<file path="config.mk">
export PLATFORM = sky130hd
export DESIGN_NAME = rr_stream_mux_flat
export DESIGN_NICKNAME = d
export VERILOG_FILES = /design/src/rtl/rr_stream_mux_if.sv /design/src/rtl/rr_stream_mux.sv /design/src/flat_wrapper.sv
export SDC_FILE = /design/constraint.sdc
export NUM_CORES = 1
export LEC_CHECK = 0
export BUFFER_PORTS_ARGS = -buffer_cell sky130_fd_sc_hd__buf_4
export CORE_MARGIN = 2
export CORE_UTILIZATION = 44
export DETAILED_ROUTE_END_ITERATION = 12
export PLACE_DENSITY = 0.82
export SETUP_SLACK_MARGIN = 0.02
export SLEW_MARGIN = 10
export SYNTH_ARGS = -nofsm -noshare
export SYNTH_HDL_FRONTEND = slang
export SYNTH_SLANG_ARGS = --single-unit
</file>
<file path="constraint.sdc">
create_clock -name clk -period 3.9 [get_ports clk]
set_input_delay 0.585 -clock clk [delete_from_list [all_inputs] [get_ports clk]]
set_output_delay 0.585 -clock clk [all_outputs]
set_load 0.05 [all_outputs]
</file>
<file path="src/rtl/rr_stream_mux_if.sv">
// Stream bundle between N_CH producers, the merging mux and a single consumer.
// The master side drives the input streams and consumer ready; the slave side is the mux.
interface rr_stream_mux_if #(
  parameter int N_CH  = 4,
  parameter int WIDTH = 8
);
  localparam int CHW = $clog2(N_CH);

  logic [N_CH-1:0]       in_valid;
  logic [N_CH*WIDTH-1:0] in_data;
  logic [N_CH-1:0]       in_ready;
  logic                  out_valid;
  logic [WIDTH-1:0]      out_data;
  logic [CHW-1:0]        out_ch;
  logic                  out_ready;

  modport master (
    output in_valid, in_data, out_ready,
    input  in_ready, out_valid, out_data, out_ch
  );

  modport slave (
    input  in_valid, in_data, out_ready,
    output in_ready, out_valid, out_data, out_ch
  );
endinterface

</file>
<file path="src/rtl/rr_stream_mux.sv">
// Merges N_CH valid/ready streams onto one registered output stream tagged with the
// source channel; round-robin (MODE 0) or lowest-index-first (MODE 1) arbitration.
module rr_stream_mux #(
  parameter  int N_CH  = 4,
  parameter  int WIDTH = 8,
  parameter  int MODE  = 0,
  localparam int CHW   = $clog2(N_CH)
) (
  input  logic          clk,
  input  logic          areset_n,
  rr_stream_mux_if.slave bus
);

  if (N_CH < 2 || N_CH > 16 || WIDTH < 1 || (MODE != 0 && MODE != 1)) begin : g_param_check
    $error("rr_stream_mux: illegal parameter set");
  end

  logic [CHW-1:0]    ptr;
  logic [CHW-1:0]    start_p0;
  logic [2*N_CH-2:0] dbl_p0;
  logic [N_CH-1:0]   rot_p0;
  logic              found_p0;
  logic [CHW-1:0]    offs_p0;
  logic [CHW:0]      sum_p0;
  logic [CHW-1:0]    gnt_idx_p0;
  logic [N_CH-1:0]   gnt_p0;
  logic [WIDTH-1:0]  data_p0;
  logic [CHW-1:0]    ptr_nxt_p0;
  logic              can_load;
  logic              xfer_p0;

  logic              vld_p1;
  logic [WIDTH-1:0]  data_p1;
  logic [CHW-1:0]    ch_p1;

  // ---- p0: combinational grant from in_valid and the round-robin pointer ----
  // Rotate the request vector so the search always starts at bit 0, then map the
  // winning offset back to an absolute channel index modulo N_CH.
  always_comb begin
    start_p0 = (MODE == 0) ? ptr : '0;
    dbl_p0   = {bus.in_valid[N_CH-2:0], bus.in_valid};
    rot_p0   = dbl_p0[N_CH-1:0];
    for (int s = 0; s < N_CH; s++) begin
      if (start_p0 == CHW'(s)) rot_p0 = dbl_p0[s +: N_CH];
    end

    found_p0 = 1'b0;
    offs_p0  = '0;
    for (int k = N_CH - 1; k >= 0; k--) begin
      if (rot_p0[k]) begin
        found_p0 = 1'b1;
        offs_p0  = CHW'(k);
      end
    end

    sum_p0 = {1'b0, start_p0} + {1'b0, offs_p0};
    if (sum_p0 >= (CHW+1)'(N_CH)) sum_p0 = sum_p0 - (CHW+1)'(N_CH);
    gnt_idx_p0 = sum_p0[CHW-1:0];
  end

  always_comb begin
    gnt_p0  = '0;
    data_p0 = '0;
    for (int k = 0; k < N_CH; k++) begin
      if (gnt_idx_p0 == CHW'(k)) begin
        gnt_p0[k] = found_p0;
        data_p0   = bus.in_data[k*WIDTH +: WIDTH];
      end
    end
  end

  // The register may load when empty or when its word leaves on this same edge.
  assign can_load     = ~vld_p1 | bus.out_ready;
  assign xfer_p0      = found_p0 & can_load;
  assign bus.in_ready = gnt_p0 & {N_CH{can_load & areset_n}};
  assign ptr_nxt_p0   = (gnt_idx_p0 == CHW'(N_CH - 1)) ? '0 : gnt_idx_p0 + CHW'(1);

  // ---- p1: output register ----
  always_ff @(posedge clk or negedge areset_n) begin
    if (!areset_n) begin
      vld_p1  <= 1'b0;
      data_p1 <= '0;
      ch_p1   <= '0;
      ptr     <= '0;
    end else if (xfer_p0) begin
      vld_p1  <= 1'b1;
      data_p1 <= data_p0;
      ch_p1   <= gnt_idx_p0;
      if (MODE == 0) ptr <= ptr_nxt_p0;
    end else if (bus.out_ready) begin
      vld_p1 <= 1'b0;
    end
  end

  assign bus.out_valid = vld_p1;
  assign bus.out_data  = data_p1;
  assign bus.out_ch    = ch_p1;

endmodule
</file>
<file path="src/flat_wrapper.sv">
// flat-port wrapper written by rule: the top's interface ports become plain ports
module rr_stream_mux_flat 
#(
  parameter  int N_CH  = 4,
  parameter  int WIDTH = 8,
  parameter  int MODE  = 0,
  localparam int CHW   = $clog2(N_CH)
)
  (clk, areset_n, bus_in_valid, bus_in_data, bus_out_ready, bus_in_ready, bus_out_valid, bus_out_data, bus_out_ch);
  rr_stream_mux_if #(.N_CH(N_CH), .WIDTH(WIDTH)) bus_i ();
  input  logic clk;
  input  logic areset_n;
  input wire logic [$bits(bus_i.in_valid)-1:0] bus_in_valid;
  input wire logic [$bits(bus_i.in_data)-1:0] bus_in_data;
  input wire logic [$bits(bus_i.out_ready)-1:0] bus_out_ready;
  output wire logic [$bits(bus_i.in_ready)-1:0] bus_in_ready;
  output wire logic [$bits(bus_i.out_valid)-1:0] bus_out_valid;
  output wire logic [$bits(bus_i.out_data)-1:0] bus_out_data;
  output wire logic [$bits(bus_i.out_ch)-1:0] bus_out_ch;
  assign bus_i.in_valid = bus_in_valid;
  assign bus_i.in_data = bus_in_data;
  assign bus_i.out_ready = bus_out_ready;
  assign bus_in_ready = bus_i.in_ready;
  assign bus_out_valid = bus_i.out_valid;
  assign bus_out_data = bus_i.out_data;
  assign bus_out_ch = bus_i.out_ch;
  rr_stream_mux #(.N_CH(N_CH), .WIDTH(WIDTH), .MODE(MODE)) u_core (.clk(clk), .areset_n(areset_n), .bus(bus_i));
endmodule
</file>
==> results of run 1 <==
-- registers in the layout, indices dropped and copies added (netlist names) --
signal                flops
u_core.ptr                2
u_core.bus.out_ch         2
u_core.bus.out_valid      1
u_core.bus.out_data       8
-- logic make-up (layout without fill, tap and decap cells) --
kind of cell	Yosys count	count (layout)	synth area share
adder cells (fa/ha/maj)	5	5	0.0613
XOR/XNOR	2	2	0.0172
multiplexers	3	3	0.0442
flip-flops	13	13	0.319
buffers and inverters	16	64	0.0994
AO/OA/AOI/OAI	34	34	0.233
AND/OR/NAND/NOR	44	44	0.226
-- cell type report --
| class | instances | share of cell area |
|---|---|---|
| well taps | 28 | 0.0249 |
| clock buffers | 4 | 0.0187 |
| repair buffers | 54 | 0.288 |
| flip-flops and latches | 13 | 0.231 |
| inverters | 6 | 0.0160 |
| multi-input cells | 88 | 0.421 |
-- worst max-delay path: stages (launching register included) --
cell,delay (ns)
dfrtp_1,0.51
or4_1,0.57
o2111ai_1,0.10
ha_1,0.19
xnor2_1,0.13
xnor2_1,0.14
inv_1,0.10
ha_1,0.45
and3_1,0.23
buf_4,0.19
-- through the flow --
stage / power (W) / area, sq um / hold slack, ns
after floorplan: 0.00118 / 1020 / 0.289
after CTS: 0.00154 / 1410 / 0.133
final: 0.00154 / 1410 / 0.139
after global placement: 0.00140 / 1380 / 0.449
after global routing: 0.00166 / 1410 / 0.133
after detailed placement: 0.00144 / 1380 / 0.450
-- power groups by stage --
| stage | logic (W) | registers (W) | clock network (W) |
|---|---|---|---|
| after global placement | 0.00115 | 0.000257 | 0 |
| after CTS | 0.00119 | 0.000260 | 0.0000915 |
| after floorplan | 0.000744 | 0.000434 | 0 |
| final | 0.00119 | 0.000261 | 0.0000876 |
| after global routing | 0.00129 | 0.000272 | 0.0000981 |
| after detailed placement | 0.00118 | 0.000261 | 0 |
-- per-layer routing --
layer  GRT usage  vias up
met5           0        -
met3      0.0374        5
met1       0.254      501
li1            -      518
met4       0.115        0
met2       0.352       42
-- final timing paths --
kind	startpoint	to	depth (start not counted)
worst max-delay path	u_core.ptr[0]	bus_in_ready[2]	9
worst min-delay path	areset_n	u_core.bus.out_data[1]	1
worst max register to register	u_core.ptr[0]	u_core.bus.out_data[1]	11
worst min register to register	u_core.bus.out_ch[0]	u_core.bus.out_ch[0]	1
max in group asynchronous	areset_n	u_core.bus.out_data[0]	1
min in group clk	bus_out_ready	u_core.bus.out_valid	2
-- Yosys cell counts --
library cell / number
a221oi_1: 8
o211ai_1: 1
nor4_2: 1
nor2_1: 16
nor3_1: 10
a32oi_1: 1
nand2b_1: 2
buf_6: 5
a31oi_1: 1
xnor2_1: 2
mux2_4: 3
o21ai_0: 2
a21oi_1: 17
o32ai_2: 1
o2111ai_1: 1
a21oi_4: 1
and3_1: 5
inv_1: 6
o32ai_1: 1
clkbuf_1: 2
buf_2: 3
or4_1: 1
ha_1: 5
dfrtp_1: 13
nor2b_1: 9
-- cells in the final DEF (no fill, tap or decap) --
cell and n:
or4_1 1, clkbuf_1 1, a21oi_1 17, nor2_1 16
ha_1 5, a31oi_1 1, nand2b_1 2, mux2_4 3
a21oi_4 1, clkbuf_4 3, inv_1 6, o32ai_1 1
nor2b_1 9, a221oi_1 8, and3_1 5, nor3_1 10
nor4_2 1, o21ai_0 2, o211ai_1 1, o32ai_2 1
buf_4 54, xnor2_1 2, o2111ai_1 1, dfrtp_1 13
a32oi_1 1
==> results.toml, run 1 <==
[clocking]
tritoncts = "built"
cts_buffers = 3
cts_sinks = 13
cts_root_buffer = "clkbuf_4"
cts_setup_buffers = 0
clockBufferDepth = 2
htree_levels = 1
worst_skew_pair.late_latency_ns = 0.29
ctsHoldBuffers = 0
cts_resized = 0
clkTransAtPathRegs_ns = 0.08

[pwr]
pwr-share-clk = 0.057
comb_power_share = 0.773
pwr-share-seq = 0.170
p_sw_w = 0.000817
power.internal_w = 0.000720
ir_drop_mv = 0.719
swShare = 0.532
p_leak_nw = 0.681
cellPowerDensity_mw_per_mm2 = 1090

[drt]
via_per_inst = 5.52
top_layer = "met4"
vias = 1066
drt-initial-drc-count = 13
dr.pass1.iters = 4
routed_wirelength_microns = 2750
ant_nets = 0
route.met2.wl_microns = 1340
drc = 0
wl_per_cell_microns = 14.3
wl_met3_microns = 191
wl_met1_microns = 1160

[global_routing]
antenna_found_initial = 0
grt_overflow_total = 0
grt_pass1_wl_microns = 4150
grtUsageTotal = 0.211
first_global_vias = 941
grt_max_degree = 26

[final_layout]
fin_nets = 210
layout-drive-gt1-share = 0.382
multiInputGateArea_sq_um = 593
syn_to_final_growth_pct = 38.0
seqCellArea_sq_um = 325
fillCellCount = 192
final_util = 0.636
finalNonFillerCells = 193
antenna_cells = 0

[die]
die_h_microns = 52.1
start_util = 0.461
die_w_microns = 52.1
die_area_sq_mm = 0.00272
io_pins = 54
row_count = 17
coreArea_sq_mm = 0.00221

[synth]
ys_ff_latch = 13
synth_cells = 117
synth_area_leaders = "dfrtp_1 (32%), a21oi_1 (8.3%), a221oi_1 (6.9%), ha_1 (6.1%), nor2_1 (5.9%)"
synth_fp_nets = 161
syn_area_sq_mm = 0.00102
ys_types = 25
ys_seq_area_frac = 0.319
synth.largest_area_cell = "dfrtp_1"
synth_top_area_frac = 0.319
yosysWarningCount = 0
syn_avg_cell_area_sq_um = 8.72

[place]
port_buffers = 53
place.gp.congestion = 0.858
place_ws_ns = 0.573
dp_hpwl_microns = 2070
placed_cells = 189

[setup_path]
required_ns = 3.31
start_kind = "flip-flop"
crit_arrival_ns = 2.90
reg2reg_slack_ns = 0.76
path_max_fanout = 17
cp-end-kind = "output pin"
criticalPathCategory = "flip-flop to output pin"

[sta]
finalHoldViolations = 0
fin_setup_tns_ns = 0
setup_viol = 0
drv_slew = 0
worst_slack_ns = 0.415
slew_headroom = 0.559
tightest_slew_ns = 0.660
finalCritPeriodShare = 0.894
fmax_mhz = 287
layout_min_cycle_time_ns = 3.49
rsz0062_at_grt = "no"
fin_worst_skew_ns = 0.00119

[job]
maxCapViolations = 0

[outcome]
outcome = "complete, no violations"

[hold_path]
hold_class = "primary input to asynchronous set/reset pin"
No activity file was read; power rests on OpenSTA's default activity.
==> run 2: changes to the inputs <==
--- a/config.mk
+++ b/config.mk
@@ -10,6 +10,7 @@
 export CORE_UTILIZATION = 44
 export DETAILED_ROUTE_END_ITERATION = 12
 export PLACE_DENSITY = 0.82
+export RECOVER_POWER = 50
 export SETUP_SLACK_MARGIN = 0.02
 export SLEW_MARGIN = 10
 export SYNTH_ARGS = -nofsm -noshare
==> results.toml, run 2 (same netlist as run 1, synthesis figures left out) <==
[job]
maxCapViolations = 0

[clocking]
tritoncts = "built"
ctsHoldBuffers = 0
cts_root_buffer = "clkbuf_4"
cts_buffers = 3
clockBufferDepth = 2
cts_sinks = 13
clkTransAtPathRegs_ns = 0.08
cts_setup_buffers = 0
htree_levels = 1
cts_resized = 0
worst_skew_pair.late_latency_ns = 0.29

[setup_path]
path_buf_inv = 2
rr_worst_depth = 11
required_ns = 3.31
cp-end-kind = "output pin"
reg2reg_slack_ns = 0.75
r2r_end = "u_core.bus.out_data[1]"
crit_family = "simple AND/OR/NAND/NOR gates"
criticalPathCategory = "flip-flop to output pin"
cpPeakStageDelay_ns = 0.57
crit_arrival_ns = 2.90
path_max_fanout = 17
start_kind = "flip-flop"
crit_chain = "or4_1, o2111ai_1, ha_1, xnor2_1, xnor2_1, inv_1, ha_1, and3_1, buf_4"
cp_slowest_cell = "or4_1"
r2r_start = "u_core.ptr[0]"

[drt]
wl_met3_microns = 192
wl_per_cell_microns = 14.3
vias = 1053
via_per_inst = 5.46
dr.pass1.iters = 4
drc = 0
wl_met1_microns = 1170
ant_nets = 0
top_layer = "met4"
routed_wirelength_microns = 2760
route.met2.wl_microns = 1350
drt-initial-drc-count = 13

[final_layout]
layout-drive-gt1-share = 0.333
syn_to_final_growth_pct = 34.8
layout_common_cells = "buf_4 (47), a21oi_1 (17), nor2_1 (16)"
antenna_cells = 0
final_area_sq_mm = 0.00138
fin_nets = 210
largest_register_ffs = 8
final_common_cell = "buf_4"

[global_routing]
grt_overflow_total = 0
grt_pass1_wl_microns = 4150
grt_max_degree = 26
first_global_vias = 941
antenna_found_initial = 0
grtUsageTotal = 0.211

[sta]
fin_worst_skew_ns = 0.00140
slew_headroom = 0.453
finalHoldViolations = 0
rsz0062_at_grt = "no"
tightest_slew_ns = 0.820
fin_setup_tns_ns = 0
hold_slack_ns = 0.361
worst_slack_ns = 0.417
drv_slew = 0
finalCritPeriodShare = 0.893
fmax_mhz = 287
setup_viol = 0
layout_min_cycle_time_ns = 3.48

[place]
placed_area_sq_mm = 0.00138
port_buffers = 53
place_ws_ns = 0.573
dp_hpwl_microns = 2070
place.gp.congestion = 0.858

[die]
row_count = 17
die_h_microns = 52.1
io_pins = 54
die_w_microns = 52.1
coreArea_sq_mm = 0.00221
start_util = 0.461
die_area_sq_mm = 0.00272

[pwr]
p_leak_nw = 0.655
ir_drop_mv = 0.705
cellPowerDensity_mw_per_mm2 = 1100
power.total_w = 0.00151

[hold_path]
hold_class = "primary input to asynchronous set/reset pin"

[outcome]
outcome = "complete, no violations"
==> run 2: changes by cell type in the layout (fill, tap and decap cells not counted), sizes merged <==
cell / change
buf: -7
clkbuf: +7
==> run 2: layout make-up <==
cell class,count,area [sq um]
Clock buffer,4,26.3
Fill cell,199,837
Inverter,6,22.5
Multi-Input combinational cell,88,587
Sequential cell,13,325
Tap cell,28,35.0
Timing Repair Buffer,54,379
==> run 2: how the worst max path moves through the flow <==
stage | start | to | cells past startpoint
detailed placement | bus_in_valid[2] | bus_in_ready[2] | 10
finish | u_core.ptr[0] | bus_in_ready[2] | 9
global placement | bus_in_valid[2] | bus_in_ready[2] | 10
CTS | u_core.ptr[0] | bus_in_ready[2] | 9
global route | u_core.ptr[0] | bus_in_ready[2] | 9
floorplan | bus_in_valid[2] | bus_in_ready[3] | 11
==> run 2: where the power goes <==
group,switching (W),internal [W]
registers,0.0000562,0.000204
clock network,0.0000480,0.0000398
logic,0.000712,0.000447
==> run 2: through the flow <==
step,util,instances
floorplan,-,117
global placement,0.624,189
detailed placement,0.624,189
CTS,0.636,193
global route,0.622,193
finish,0.622,193
==> run 2: metal layers <==
layer  up-vias  global-route usage
met5         -                   0
met4         0               0.115
met3         5              0.0374
met2        46               0.352
met1       485               0.254
li1        517                   -
